[src/rtl/return_addr_stack_pkg.sv]
// Shared types and width helpers for the return address stack.
package return_addr_stack_pkg;

    // Operation code, encoded as {push, pop}.
    typedef enum logic [1:0] {
        RAS_NONE    = 2'b00,
        RAS_POP     = 2'b01,
        RAS_PUSH    = 2'b10,
        RAS_REPLACE = 2'b11
    } ras_op_t;

    function automatic int unsigned ras_ptr_w(input int unsigned depth);
        return (depth > 1) ? $clog2(depth) : 1;
    endfunction

    function automatic int unsigned ras_cnt_w(input int unsigned depth);
        return $clog2(depth + 1);
    endfunction

endpackage

[src/rtl/return_addr_stack_regfile.sv]
// Stack storage: one synchronous write port, two asynchronous read ports.
module stack_regfile
    import return_addr_stack_pkg::*;
#(
    parameter int unsigned D_WIDTH = 34,
    parameter int unsigned DEPTH   = 8
) (
    input  logic                          clk,
    input  logic                          we,
    input  logic [ras_ptr_w(DEPTH)-1:0]   waddr,
    input  logic [D_WIDTH-1:0]            wdata,
    input  logic [ras_ptr_w(DEPTH)-1:0]   raddr_a,
    output logic [D_WIDTH-1:0]            rdata_a,
    input  logic [ras_ptr_w(DEPTH)-1:0]   raddr_b,
    output logic [D_WIDTH-1:0]            rdata_b
);

    logic [D_WIDTH-1:0] mem [DEPTH];

    // Array is intentionally not reset; occupancy tracking guards reads.
    always_ff @(posedge clk) begin
        if (we) begin
            mem[waddr] <= wdata;
        end
    end

    assign rdata_a = mem[raddr_a];
    assign rdata_b = mem[raddr_b];

endmodule

[src/rtl/return_addr_stack.sv]
// Parametrised call/return stack with push/pop/replace, occupancy
// tracking and sticky overflow/underflow errors.
module return_addr_stack
    import return_addr_stack_pkg::*;
#(
    parameter int unsigned IA_WIDTH     = 12,
    parameter int unsigned D_WIDTH      = 34,
    parameter int unsigned DEPTH        = 8,
    parameter int unsigned WRAP_ON_FULL = 0
) (
    input  logic                         clk,
    input  logic                         rst_i,
    input  logic                         push_i,
    input  logic                         pop_i,
    input  logic [D_WIDTH-1:0]           data_i,
    input  logic                         clear_err_i,
    output logic [D_WIDTH-1:0]           data_o,
    output logic [IA_WIDTH-1:0]          ret_addr_o,
    output logic [$clog2(DEPTH+1)-1:0]   count_o,
    output logic                         empty_o,
    output logic                         full_o,
    output logic                         overflow_o,
    output logic                         underflow_o
);

    localparam int unsigned PTR_W = ras_ptr_w(DEPTH);
    localparam int unsigned CNT_W = ras_cnt_w(DEPTH);
    localparam logic [CNT_W-1:0] CNT_MAX = CNT_W'(DEPTH);

    ras_op_t            op;
    logic [PTR_W-1:0]   ptr_q, ptr_d, top_ptr, below_ptr, wr_ptr;
    logic [CNT_W-1:0]   cnt_q, cnt_d;
    logic [D_WIDTH-1:0] data_q, data_d, rd_top, rd_below;
    logic               ovf_q, ovf_d, unf_q, unf_d;
    logic               empty_q, empty_d, full_q, full_d;
    logic               we, ovf_set, unf_set, is_empty, is_full;

    assign op        = ras_op_t'({push_i, pop_i});
    assign top_ptr   = ptr_q - PTR_W'(1);
    assign below_ptr = ptr_q - PTR_W'(2);
    assign is_empty  = (cnt_q == '0);
    assign is_full   = (cnt_q == CNT_MAX);

    stack_regfile #(
        .D_WIDTH (D_WIDTH),
        .DEPTH   (DEPTH)
    ) u_regfile (
        .clk     (clk),
        .we      (we),
        .waddr   (wr_ptr),
        .wdata   (data_i),
        .raddr_a (top_ptr),
        .rdata_a (rd_top),
        .raddr_b (below_ptr),
        .rdata_b (rd_below)
    );

    // Op decode and next-state; ptr_q always addresses the next free slot.
    always_comb begin
        ptr_d   = ptr_q;
        cnt_d   = cnt_q;
        data_d  = data_q;
        we      = 1'b0;
        wr_ptr  = ptr_q;
        ovf_set = 1'b0;
        unf_set = 1'b0;

        unique case (op)
            RAS_PUSH: begin
                if (!is_full) begin
                    we     = 1'b1;
                    ptr_d  = ptr_q + PTR_W'(1);
                    cnt_d  = cnt_q + CNT_W'(1);
                    data_d = data_i;
                end else begin
                    ovf_set = 1'b1;
                    if (WRAP_ON_FULL != 0) begin
                        we     = 1'b1;
                        ptr_d  = ptr_q + PTR_W'(1);
                        data_d = data_i;
                    end
                end
            end
            RAS_POP: begin
                if (!is_empty) begin
                    ptr_d  = top_ptr;
                    cnt_d  = cnt_q - CNT_W'(1);
                    data_d = (cnt_q == CNT_W'(1)) ? '0 : rd_below;
                end else begin
                    unf_set = 1'b1;
                end
            end
            RAS_REPLACE: begin
                we     = 1'b1;
                data_d = data_i;
                if (!is_empty) begin
                    wr_ptr = top_ptr;
                end else begin
                    ptr_d = ptr_q + PTR_W'(1);
                    cnt_d = cnt_q + CNT_W'(1);
                end
            end
            default: ;
        endcase

        // Set beats a simultaneous clear.
        ovf_d   = ovf_set | (ovf_q & ~clear_err_i);
        unf_d   = unf_set | (unf_q & ~clear_err_i);
        empty_d = (cnt_d == '0);
        full_d  = (cnt_d == CNT_MAX);
    end

    always_ff @(posedge clk or posedge rst_i) begin
        if (rst_i) begin
            ptr_q   <= '0;
            cnt_q   <= '0;
            data_q  <= '0;
            ovf_q   <= 1'b0;
            unf_q   <= 1'b0;
            empty_q <= 1'b1;
            full_q  <= 1'b0;
        end else begin
            ptr_q   <= ptr_d;
            cnt_q   <= cnt_d;
            data_q  <= data_d;
            ovf_q   <= ovf_d;
            unf_q   <= unf_d;
            empty_q <= empty_d;
            full_q  <= full_d;
        end
    end

    assign data_o      = data_q;
    assign ret_addr_o  = data_q[IA_WIDTH-1:0];
    assign count_o     = cnt_q;
    assign empty_o     = empty_q;
    assign full_o      = full_q;
    assign overflow_o  = ovf_q;
    assign underflow_o = unf_q;

`ifndef SYNTHESIS
    always @(posedge clk) begin
        if (!rst_i) begin
            assert (cnt_q <= CNT_MAX) else $error("occupancy above DEPTH");
            assert (!(full_q && empty_q)) else $error("full and empty together");
            assert (empty_q || data_q == rd_top) else $error("data_o differs from stored top");
        end
    end
`endif

endmodule
[config.mk]
export PLATFORM = sky130hd
export DESIGN_NAME = return_addr_stack
export DESIGN_NICKNAME = d
export VERILOG_FILES = /design/src/rtl/return_addr_stack_pkg.sv /design/src/rtl/return_addr_stack_regfile.sv /design/src/rtl/return_addr_stack.sv
export SDC_FILE = /design/constraint.sdc
export NUM_CORES = 1
export LEC_CHECK = 0
export CAP_MARGIN = 20
export CORE_ASPECT_RATIO = 0.5
export CORE_UTILIZATION = 45
export DETAILED_ROUTE_END_ITERATION = 10
export PLACE_DENSITY = 0.72
export SYNTH_ARGS = -nofsm -noshare
export SYNTH_HDL_FRONTEND = slang
export SYNTH_SLANG_ARGS = --single-unit
[constraint.sdc]
create_clock -name clk -period 4.1 [get_ports clk]
set_clock_uncertainty 0.15 [all_clocks]
set_input_delay 1.23 -clock clk [delete_from_list [all_inputs] [get_ports clk]]
set_output_delay 1.23 -clock clk [all_outputs]
set_load 0.1 [all_outputs]
* Word level (Yosys, flattened, before mapping)
Memories as Yosys holds them, arrays and structs flattened.
Index checks and enable logic that the tools add are counted.
** Operators by class
- Bitwise operators :: 5
- Reductions and logical operators :: 5
- Equal/unequal tests :: 9
- Add/sub/neg operators :: 5
- Muxes and demuxes :: 21
** Operator list (number)
- 2-to-1 mux 34 bit :: 3
- one-hot mux 34 bit (3 select lines) :: 1
- 2-to-1 mux 3 bit :: 4
- 2-to-1 mux 4 bit :: 3
- one-hot mux 4 bit (3 select lines) :: 1
- one-hot mux 3 bit (3 select lines) :: 1
- equality test 4 bit, second input constant :: 2
- zero test 4 bit :: 2
- 2-to-1 mux 1 bit :: 7
- != test 2 bit, second input constant :: 3
- AND reduction 3 bit :: 2
- adder 4 x 1 -> 4 bit, second input constant :: 1
- equality test 2 bit, second input constant :: 2
- equality test 4 x 1 -> 1 bit, second input constant :: 1
- subtractor 4 x 1 -> 4 bit, second input constant :: 1
- adder 3 x 1 -> 3 bit, second input constant :: 1
- nonzero test 3 bit :: 1
- subtractor 3 x 1 -> 3 bit, second input constant :: 1
- subtractor 3 x 2 -> 3 bit, second input constant :: 1
- bitwise AND 1 bit :: 2
- equality test 2 x 1 -> 1 bit, second input constant :: 1
- bitwise OR 1 bit :: 2
- one-hot mux 1 bit (2 select lines) :: 1
- NOT 1 bit :: 1
** Word-level totals
- Output and inout bits :: 54
- Bits of input ports :: 39
- Memories kept :: 1
- Bits in writable memories :: 272
- Bits in registers :: 45
- Logic and storage cells :: 53
** Memories
- u_regfile.mem :: depth 8, bits a word 34, rd ports 1, clocked after memory_dff 0, wr ports 1, line return_addr_stack_regfile.sv:18 : logic [D_WIDTH-1:0] mem [DEPTH];

* Depth between registers and ports, before layout
Gate-level depths: netlist of run 1.
- Depth after elaboration :: 5
- Depth in mapped cells :: 10
- Depth with buffers taken out :: 7

* Modules after synthesis
From an unflattened synthesis of run 1, not the netlist that was laid out.
** Unflattened totals
- Cell total of the unflattened synthesis :: 784
- Area total of the unflattened synthesis :: 14885.5 um2
** By module, submodules not included
- stack_regfile :: area an instance 12488.2 um2, times used 1, cells an instance 529
- return_addr_stack :: area an instance 2397.3 um2, times used 1, cells an instance 255

* Worst setup path after synthesis of run 1
OpenSTA, ideal clock, no wires.
- Path type :: reg-to-reg
- Start :: register cnt_q[0], in the netlist count_o[0]
- End :: memory u_regfile.mem[2][0], enable pin
- Period minus slack after synthesis :: 4.384 ns
- Arrival :: 3.809 ns
- Setup slack :: -0.284 ns
- Cell stages (with the launch flop) :: 9
- Cells stage by stage :: dfrtp_1 > inv_1 > ha_1 > or3b_1 > buf_6 > nand3_1 > o31ai_1 > o21ai_0 > nor2_1
** Between the ends
- Cells in the longest elaborated chain, start to end :: 5
** Ends and longest elaborated chain
- from (decl) :: line return_addr_stack.sv:32 : logic [CNT_W-1:0] cnt_q, cnt_d;
- from (signal assigned) :: line return_addr_stack.sv:124 : cnt_q <= cnt_d;
- equality test 4 bit :: line return_addr_stack.sv:42 : assign is_full = (cnt_q == CNT_MAX);
- 2-to-1 mux 1 bit :: line return_addr_stack.sv:70 : if (!is_full) begin
- one-hot mux 1 bit (2 select lines) :: line return_addr_stack.sv:68 : unique case (op)
- 2-to-1 mux 1 bit :: line return_addr_stack_regfile.sv:22 : if (we) begin
- 2-to-1 mux 1 bit (implied by the code) :: line return_addr_stack_regfile.sv:23 : mem[waddr] <= wdata;
- to (decl) :: line return_addr_stack_regfile.sv:18
Several ways; a longest one is shown, not always the timed one.

* Final worst setup path of run 1
- Start :: register cnt_q[0], in the netlist count_o[0]
- End :: memory u_regfile.mem[4][30], enable pin
Same word-level chain as after synthesis.

==> run_results.csv, run 1 <==
group,metric,value,unit
run_status,outcome,"complete, no violations",
timing,timing.final.ws_setup,684,ps
finish,drive_gt1_share,22.8,%
power,p_comb_share,41.2,%
power,p_switching,0.00516,W
detailed_routing,drt_iter0_drc,654,
clocking,cts.sinks,317,
timing,slew_violations,0,
timing,relSlewSlack,34.8,%
clocking,clkSlewWorstSetupHoldPaths,70,ps
setup_path,cp_max_fo,26,
floorplanning,die_w,239,um
logic_synthesis,synth_edf_count,272,
detailed_routing,routed_wl,27200,um
finish,multi_input_area,3070,um^2
timing,max_freq,293,MHz
clocking,cts_tree,"done",
setup_path,criticalPathCategory,"flip-flop to flip-flop",
global_route,grt_max_degree,54,
power,p_leak,5.21,nW
logic_synthesis,yosys.cell_types.count,42,
global_route,antenna_found_initial,0,
timing,rsz0062_at_grt,"no",
placed_design,gp_congestion,0.840,
clocking,clk-insertion-delay-late,540,ps
finish,final.fill_count,2066,
timing,post-route-min-period,3420,ps
finish,seq_area,9300,um^2
placed_design,numPortBuffers,92,
logic_synthesis,synth_top_flop_cell,"edfxtp_1",
setup_path,cp.arrival,3490,ps
finish,syn_to_final_growth,17.8,%
power,sw_frac_of_total,41.7,%
detailed_routing,drc,0,
power,p_int,0.00721,W
floorplanning,dieArea,28800,um^2
clocking,cts_resized,0,
power,pwr_density_cell,830,nW/um^2
floorplanning,io_pins,93,
logic_synthesis,synthCells,749,
finish,design_area,14900,um^2
run,maxCapViolCount,0,
floorplanning,start_util,46.8,%
clocking,cts_root_buf,"clkbuf_16",
clocking,clockBufferDepth,3,
placed_design,dp_slack,196,ps
detailed_routing,vias,7096,
floorplanning,rows,42,
setup_path,startpoint_type,"flip-flop",
global_route,grt_pass1_wl,41500,um
timing,worst_pin_slew,978,ps
setup_path,required,4180,ps
floorplanning,die_h,121,um
min_path,hp-class,"flip-flop to flip-flop",
global_route,gr-total-overflow,0,
detailed_routing,wl_per_cell,21.9,um
logic_synthesis,avgSynthCellArea,16.9,um^2
logic_synthesis,postSynth.asyncResetShare,14.2,%
setup_path,endpoint_kind,"flip-flop",
global_route,first_global_vias,7215,
detailed_routing,antenna_left,0,
clocking,htree_levels,1,
clocking,hold_buffers,0,
logic_synthesis,synth_warnings,0,
clocking,post_cts_buffers,0,
timing,setup-violations-final,0,
logic_synthesis,syn-cell-area,12700,um^2
finish,nets,891,
placed_design,place_area,14000,um^2
power,p_clk_share,21.2,%
logic_synthesis,syn_nets,793,
timing,hold_viol,0,
timing,whs,346,ps
placed_design,hpwl,15900,um
logic_synthesis,ys_seq_area_share,73.5,%
global_route,grt_util_all_layers,18.9,%
power,irDropWorstVdd,514,uV
clocking,cts_buffers,28,
power,seq_power_share,37.6,%
timing,setup_tns,0,ps
finish,fin_util,55.2,%
detailed_routing,dr.pass1.iters,6,
timing,finalCritPeriodShare,83.3,%
detailed_routing,drt-vias-per-instance,5.71,
floorplanning,core_area,27000,um^2
finish,n_antenna_cell,0,
logic_synthesis,synth-seq-cells,317,
## stage by stage
step,std cells,total power [W]
5_1_grt,1243,0.0128
3_3_place_gp,1189,0.00970
2_1_floorplan,749,0.00851
4_1_cts,1243,0.0124
3_5_place_dp,1191,0.00983
6_report,1243,0.0124
## power groups by stage
stage	logic [W]	clock network, W	registers (W)
after floorplan	0.00262	0	0.00589
after global placement	0.00502	0	0.00468
after detailed placement	0.00511	0	0.00471
after CTS	0.00513	0.00265	0.00465
after global routing	0.00534	0.00278	0.00471
final	0.00510	0.00263	0.00464
## state kept, by name, indices dropped and copies added, names as in the netlist
name and flops:
data_o 34, empty_o 1, u_regfile.mem 272, overflow_o 1
count_o 4, full_o 1, underflow_o 1, ptr_q 3
## per-layer routing
layer	routed length, um	track usage, %	vias to the layer above
li1	-	-	3131
met1	11600	25.6	3690
met2	13700	32.5	233
met3	1390	2.40	42
met4	482	5.01	0
met5	0	0	-
## worst paths after layout
check,cells after the start,slack (ps),to,startpoint
hold / removal,2,350,data_o[28]$_DFFE_PP0P_,data_o[28]$_DFFE_PP0P_
max in group asynchronous,3,2130,data_o[7]$_DFFE_PP0P_,rst_i
setup / recovery,8,680,u_regfile.mem[4][30]$_DFFE_PP_,count_o[0]$_DFF_PP0_
setup reg to reg,8,680,u_regfile.mem[4][30]$_DFFE_PP_,count_o[0]$_DFF_PP0_
min in group asynchronous,2,980,data_o[16]$_DFFE_PP0P_,rst_i
hold reg to reg,2,350,data_o[28]$_DFFE_PP0P_,data_o[28]$_DFFE_PP0P_
## synthesized netlist by cell type (all sizes together) (3+ instances only)
| library cell | count | area (um^2) |
|---|---|---|
| a21oi | 4 | 20.0 |
| a222oi | 16 | 160 |
| a22oi | 17 | 128 |
| buf | 34 | 223 |
| clkbuf | 26 | 97.6 |
| dfrtp | 44 | 1100 |
| edfxtp | 272 | 8170 |
| ha | 5 | 62.6 |
| inv | 9 | 33.8 |
| mux2 | 16 | 180 |
| mux2i | 53 | 531 |
| mux4 | 36 | 811 |
| nand2 | 77 | 289 |
| nand2b | 5 | 31.3 |
| nand3 | 6 | 30.0 |
| nor2 | 17 | 63.8 |
| nor2b | 4 | 25.0 |
| nor3 | 5 | 25.0 |
| o21ai | 61 | 305 |
| o221ai | 18 | 158 |
| xnor2 | 3 | 26.3 |
## layout make-up
cell class | instances | share of cell area [%]
clock buffer | 41 | 5.65
clock inverter | 11 | 0.588
inverter | 9 | 0.227
multi-input combinational | 363 | 20.6
sequential | 317 | 62.4
tap | 374 | 3.14
timing repair buffer | 128 | 7.36
## worst max-delay path, cell delays in order (launching register included)
cell	delay [ps]
dfrtp_1	450
inv_1	150
ha_1	320
or3b_1	560
o21a_1	200
o21ai_0	240
nand2_1	310
nor2_4	410
buf_12	250
## placed cells by master (no fill, tap or decap), types with 8 or more instances in the layout
| cell type | count |
|---|---|
| a222oi_1 | 16 |
| edfxtp_1 | 272 |
| clkdlybuf4s50_1 | 40 |
| clkbuf_16 | 30 |
| nor2_4 | 8 |
| nor2_1 | 9 |
| buf_4 | 85 |
| o21ai_1 | 19 |
| dfrtp_1 | 42 |
| o21ai_0 | 42 |
| inv_1 | 8 |
| o221ai_1 | 18 |
| nand2_1 | 77 |
| mux2i_1 | 53 |
| a22oi_1 | 17 |
| mux2_2 | 16 |
| mux4_2 | 36 |
## logic make-up (layout without fill, tap and decap cells)
group | count (synthesis) | count (layout) | share of synthesized area, %
buffers and inverters | 69 | 189 | 2.80
AOI/OAI and AO/OA | 128 | 128 | 6.86
muxes | 105 | 105 | 12.0
xor gates and xnor gates | 4 | 4 | 0.277
adders and majority gates | 5 | 5 | 0.494
and+or+nand+nor | 121 | 121 | 4.08
DFF | 317 | 317 | 73.5
Power figures use the tool's default switching activity.
==> inputs of run 2 (changes only) <==
--- a/config.mk
+++ b/config.mk
@@ -9,7 +9,7 @@
 export CORE_ASPECT_RATIO = 0.5
 export CORE_UTILIZATION = 45
 export DETAILED_ROUTE_END_ITERATION = 10
-export PLACE_DENSITY = 0.72
+export PLACE_DENSITY = 0.7
 export SYNTH_ARGS = -nofsm -noshare
 export SYNTH_HDL_FRONTEND = slang
 export SYNTH_SLANG_ARGS = --single-unit
==> constraint.sdc (replaced) <==
create_clock -name clk -period 3.6 [get_ports clk]
set_clock_uncertainty 0.15 [all_clocks]
set_input_delay 1.08 -clock clk [delete_from_list [all_inputs] [get_ports clk]]
set_output_delay 1.08 -clock clk [all_outputs]
set_load 0.1 [all_outputs]
==> run_results.csv, run 2 (synthesis gave the netlist of run 1 again) <==
group,metric,value,unit
global_route,gr-total-overflow,0,
setup_path,endpoint_kind,"flip-flop",
timing,slew_violations,0,
floorplanning,io_pins,93,
clocking,clk-insertion-delay-late,530,ps
timing,whs,351,ps
setup_path,ff2ff_setup_slack,570,ps
setup_path,cp_max_fo,16,
setup_path,cp-endpoint,"u_regfile.mem[3][23]$_DFFE_PP_",
finish,final.fill_count,2081,
detailed_routing,drt-vias-per-instance,5.61,
min_path,hp-class,"flip-flop to flip-flop",
global_route,grt_pass1_wl,41500,um
power,pwr_density_cell,940,nW/um^2
setup_path,required,3670,ps
run_status,outcome,"complete, no violations",
timing,setup_tns,0,ps
clocking,hold_buffers,0,
timing,worst_pin_slew,601,ps
detailed_routing,wl_per_cell,21.3,um
setup_path,r2r-end,"u_regfile.mem[3][23]$_DFFE_PP_",
finish,largest_reg_flops,272,
global_route,antenna_found_initial,0,
global_route,first_global_vias,7091,
clocking,clockBufferDepth,3,
finish,final_common_cell,"edfxtp_1",
floorplanning,core_area,27000,um^2
clocking,clkSlewWorstSetupHoldPaths,70,ps
detailed_routing,vias,7001,
clocking,cts_buffers,28,
placed_design,dp_cells,1197,
finish,seq_area,9300,um^2
detailed_routing,routed_wl,26600,um
setup_path,reg2reg_from,"count_o[0]$_DFF_PP0_",
finish,regMostFlops,"u_regfile.mem",
clocking,cts_root_buf,"clkbuf_16",
floorplanning,start_util,46.8,%
setup_path,criticalPathCategory,"flip-flop to flip-flop",
placed_design,gp_congestion,0.829,
finish,n_antenna_cell,0,
setup_path,cp.arrival,3100,ps
timing,hold_viol,0,
timing,finalCritPeriodShare,84.1,%
timing,rsz0062_at_grt,"no",
placed_design,numPortBuffers,92,
finish,design_area,15000,um^2
setup_path,crit_path_start,"count_o[0]$_DFF_PP0_",
detailed_routing,dr.pass1.iters,6,
timing,relSlewSlack,59.5,%
clocking,post_cts_buffers,0,
power,irDropWorstVdd,586,uV
power,p_leak,5.25,nW
setup_path,reg2regPathDepth,8,
finish,syn_to_final_growth,18.7,%
clocking,cts_resized,0,
floorplanning,die_h,121,um
floorplanning,dieArea,28800,um^2
run,maxCapViolCount,0,
placed_design,hpwl,16600,um
finish,drive_gt1_share,22.9,%
timing,post-route-min-period,3030,ps
floorplanning,rows,42,
finish,mostFrequentLayoutCells,"272 x edfxtp_1, 86 x buf_4, 77 x nand2_1, 53 x mux2i_1",
global_route,grt_util_all_layers,18.9,%
finish,nets,897,
placed_design,place_area,14100,um^2
detailed_routing,drc,0,
detailed_routing,drt_iter0_drc,684,
detailed_routing,antenna_left,0,
floorplanning,die_w,239,um
clocking,htree_levels,1,
timing,setup-violations-final,0,
finish,multi_input_area,3070,um^2
setup_path,startpoint_type,"flip-flop",
finish,fin_util,55.6,%
timing,max_freq,330,MHz
clocking,cts.sinks,317,
clocking,cts_tree,"done",
global_route,grt_max_degree,44,
finish,final_cells,1248,
run 2: worst min path at each step:
stage	end	slack, ps	from	depth (start not counted)
2_1_floorplan	data_o[15]$_DFFE_PP0P_	420	u_regfile.mem[2][15]$_DFFE_PP_	4
4_1_cts	data_o[18]$_DFFE_PP0P_	360	data_o[18]$_DFFE_PP0P_	2
3_5_place_dp	data_o[29]$_DFFE_PP0P_	330	data_o[29]$_DFFE_PP0P_	2
5_1_grt	data_o[24]$_DFFE_PP0P_	380	data_o[24]$_DFFE_PP0P_	2
6_report	data_o[29]$_DFFE_PP0P_	350	data_o[29]$_DFFE_PP0P_	2
3_3_place_gp	data_o[29]$_DFFE_PP0P_	320	data_o[29]$_DFFE_PP0P_	2
run 2: worst max-delay path, cell delays in order (launching register included):
cell and delay (ps):
dfrtp_1 450, inv_1 150, ha_1 310, or3b_1 540, o21a_1 190, o21ai_0 140, nand2_1 250, nor2_4 220
buf_4 280
run 2: area by class of cell:
| class | count | area share (%) |
|---|---|---|
| Sequential cell | 317 | 61.9 |
| Multi-Input combinational cell | 363 | 20.5 |
| Tap cell | 374 | 3.12 |
| Inverter | 9 | 0.225 |
| Clock inverter | 13 | 0.875 |
| Clock buffer | 38 | 5.26 |
| Timing Repair Buffer | 134 | 8.11 |
run 2: where the power goes:
group          leakage [nW]  switching, W  internal [W]
combinational          1.78       0.00423       0.00175
sequential             3.02      0.000318       0.00481
clock                 0.451       0.00126       0.00174
total                  5.25       0.00581       0.00831
run 2: through the flow:
| step | setup WS, ps | power (W) |
|---|---|---|
| CTS | 557 | 0.0142 |
| global placement | 105 | 0.0111 |
| global route | 357 | 0.0147 |
| finish | 573 | 0.0141 |
| detailed placement | 63.4 | 0.0112 |
| floorplan | -269 | 0.00972 |
run 2: metal layers:
metal	wire, um	global-route usage (%)	vias up
met5	0	0	-
met4	364	3.89	0
met2	12900	31.0	194
met1	12000	27.3	3626
li1	-	-	3148
met3	1330	2.69	33
==> inputs of run 3 (changes only) <==
--- a/config.mk
+++ b/config.mk
@@ -9,7 +9,7 @@
 export CORE_ASPECT_RATIO = 0.5
 export CORE_UTILIZATION = 45
 export DETAILED_ROUTE_END_ITERATION = 10
-export PLACE_DENSITY = 0.7
+export PLACE_DENSITY = 0.72
 export SYNTH_ARGS = -nofsm -noshare
 export SYNTH_HDL_FRONTEND = slang
 export SYNTH_SLANG_ARGS = --single-unit
==> constraint.sdc (replaced) <==
create_clock -name clk -period 2.58 [get_ports clk]
set_clock_uncertainty 0.15 [all_clocks]
set_input_delay 0.774 -clock clk [delete_from_list [all_inputs] [get_ports clk]]
set_output_delay 0.774 -clock clk [all_outputs]
set_load 0.1 [all_outputs]
==> run_results.csv, run 3 (synthesis gave the netlist of run 1 again) <==
group,metric,value,unit
floorplanning,dieArea,28800,um^2
setup_path,r2r-end,"u_regfile.mem[4][32]$_DFFE_PP_",
run,maxCapViolCount,0,
power,irDropWorstVdd,812,uV
power,p_leak,5.43,nW
floorplanning,die_h,121,um
floorplanning,io_pins,93,
finish,design_area,15400,um^2
setup_path,max_stage_delay,490,ps
placed_design,hpwl,16600,um
detailed_routing,dr.pass1.iters,7,
floorplanning,start_util,46.8,%
power,pwr_density_cell,1290,nW/um^2
timing,relSlewSlack,46.1,%
finish,syn_to_final_growth,22.0,%
timing,rsz0062_at_grt,"yes",
timing,hold_viol,0,
setup_path,ff2ff_setup_slack,70,ps
global_route,grt_pass1_wl,42000,um
clocking,clk-insertion-delay-late,530,ps
finish,final_cells,1274,
floorplanning,rows,42,
setup_path,endpoint_kind,"flip-flop",
setup_path,crit_chain,"inv_4 > ha_4 > or3b_4 > nand3_2 > buf_4 > a22o_4 > a21oi_2 > nor2_4 > buf_12 > buf_12",
global_route,grt_util_all_layers,19.1,%
min_path,hold_start,"data_o[13]$_DFFE_PP0P_",
placed_design,gp_congestion,0.823,
floorplanning,die_w,239,um
clocking,hold_buffers,0,
detailed_routing,drt_iter0_drc,760,
finish,drive_gt1_share,27.3,%
timing,slew_violations,0,
finish,final_common_cell,"edfxtp_1",
global_route,antenna_found_initial,0,
floorplanning,core_area,27000,um^2
finish,regMostFlops,"u_regfile.mem",
global_route,grt_max_degree,59,
finish,nets,923,
timing,whs,344,ps
placed_design,dp_cells,1221,
min_path,hp-class,"flip-flop to flip-flop",
setup_path,startpoint_type,"flip-flop",
clocking,cts.sinks,317,
placed_design,place_area,14500,um^2
global_route,gr-total-overflow,0,
detailed_routing,wl_per_cell,21.1,um
min_path,min_to,"data_o[13]$_DFFE_PP0P_",
timing,setup-violations-final,0,
timing,finalCritPeriodShare,97.2,%
finish,largest_reg_flops,272,
setup_path,crit_path_frequent_cell,"buf_12",
timing,max_freq,399,MHz
detailed_routing,drt-vias-per-instance,5.57,
detailed_routing,vias,7099,
placed_design,numPortBuffers,92,
setup_path,reg2reg_from,"count_o[0]$_DFF_PP0_",
detailed_routing,routed_wl,26900,um
setup_path,cp_top_family,"simple AND/OR/NAND/NOR gates",
clocking,clockBufferDepth,3,
clocking,clkSlewWorstSetupHoldPaths,70,ps
setup_path,cp_max_fo,13,
min_path,hold_depth,2,
setup_path,required,2670,ps
clocking,cts_buffers,27,
detailed_routing,drc,0,
clocking,htree_levels,1,
clocking,cts_tree,"done",
setup_path,criticalPathCategory,"flip-flop to flip-flop",
clocking,cts_root_buf,"clkbuf_16",
global_route,first_global_vias,7233,
setup_path,cp.arrival,2600,ps
setup_path,cp_slowest_cell,"dfrtp_4",
run_status,outcome,"complete, no violations",
setup_path,reg2regPathDepth,10,
setup_path,crit_buf_inv,4,
detailed_routing,antenna_left,0,
finish,mostFrequentLayoutCells,"272 x edfxtp_1, 96 x buf_4, 75 x nand2_1, 53 x mux2i_1",
timing,setup_tns,0,ps
timing,post-route-min-period,2510,ps
timing,worst_pin_slew,805,ps
finish,n_antenna_cell,0,
## run 3: changes by cell type in the layout (fill, tap and decap cells not counted), sizes merged, moves of 2 or more
cell | previous run | this run
buf | 96 | 121
clkinv | 10 | 8
bufinv | 3 | 1
clkbuf | 38 | 42
## run 3: metrics by stage
step	total power, W	utilization, %	setup slack [ps]
after floorplan	0.0137	-	-362
after global placement	0.0159	53.5	-570
after detailed placement	0.0160	53.6	-421
after CTS	0.0199	56.8	19.4
after global routing	0.0207	57.1	-51.0
final	0.0199	57.1	72.5
## run 3: repair_timing
item	CTS	global route
setup endpoints to repair	71	255
cloned	0	2
pin swaps	0	4
resized for setup	2	7
setup buffers	0	1
## run 3: metal layers
layer / share of wire (%) / track usage [%] / up-vias / wire (um)
met5: 0 / 0 / - / 0
met4: 1.7 / 4.45 / 0 / 461
met3: 4.7 / 2.40 / 29 / 1270
met2: 48 / 31.3 / 199 / 13000
met1: 45 / 27.5 / 3662 / 12200
li1: - / - / 3209 / -
## run 3: power by group
group | switching [W] | internal, W | total (W)
logic | 0.00606 | 0.00281 | 0.00886
registers | 0.000458 | 0.00672 | 0.00718
clock network | 0.00172 | 0.00218 | 0.00390
## run 3: final cells by class
| type | count | area, um^2 |
|---|---|---|
| Clock buffer | 40 | 774 |
| Clock inverter | 10 | 78.8 |
| Fill cell | 2037 | 11600 |
| Inverter | 9 | 38.8 |
| Multi-Input combinational cell | 363 | 3130 |
| Sequential cell | 317 | 9310 |
| Tap cell | 374 | 468 |
| Timing Repair Buffer | 161 | 1630 |
## run 3: worst max path at each step
stage               depth (start not counted)  slack (ps)                        endpoint            startpoint
floorplan                                   8        -360   u_regfile.mem[2][0]$_DFFE_PP_  count_o[0]$_DFF_PP0_
global placement                            6        -570           data_o[5]$_DFFE_PP0P_                 pop_i
detailed placement                          7        -420          data_o[12]$_DFFE_PP0P_                 pop_i
CTS                                         9          20  u_regfile.mem[6][28]$_DFFE_PP_  count_o[0]$_DFF_PP0_
global route                                8         -50  u_regfile.mem[2][14]$_DFFE_PP_  count_o[0]$_DFF_PP0_
finish                                     10          70  u_regfile.mem[4][32]$_DFFE_PP_  count_o[0]$_DFF_PP0_
## run 3: worst register-to-register path, cell delays in order (launching register included)
cell and delay [ps]:
dfrtp_4 490, inv_4 80, ha_4 130, or3b_4 420
nand3_2 120, buf_4 140, a22o_4 140, a21oi_2 90
nor2_4 170, buf_12 140, buf_12 160
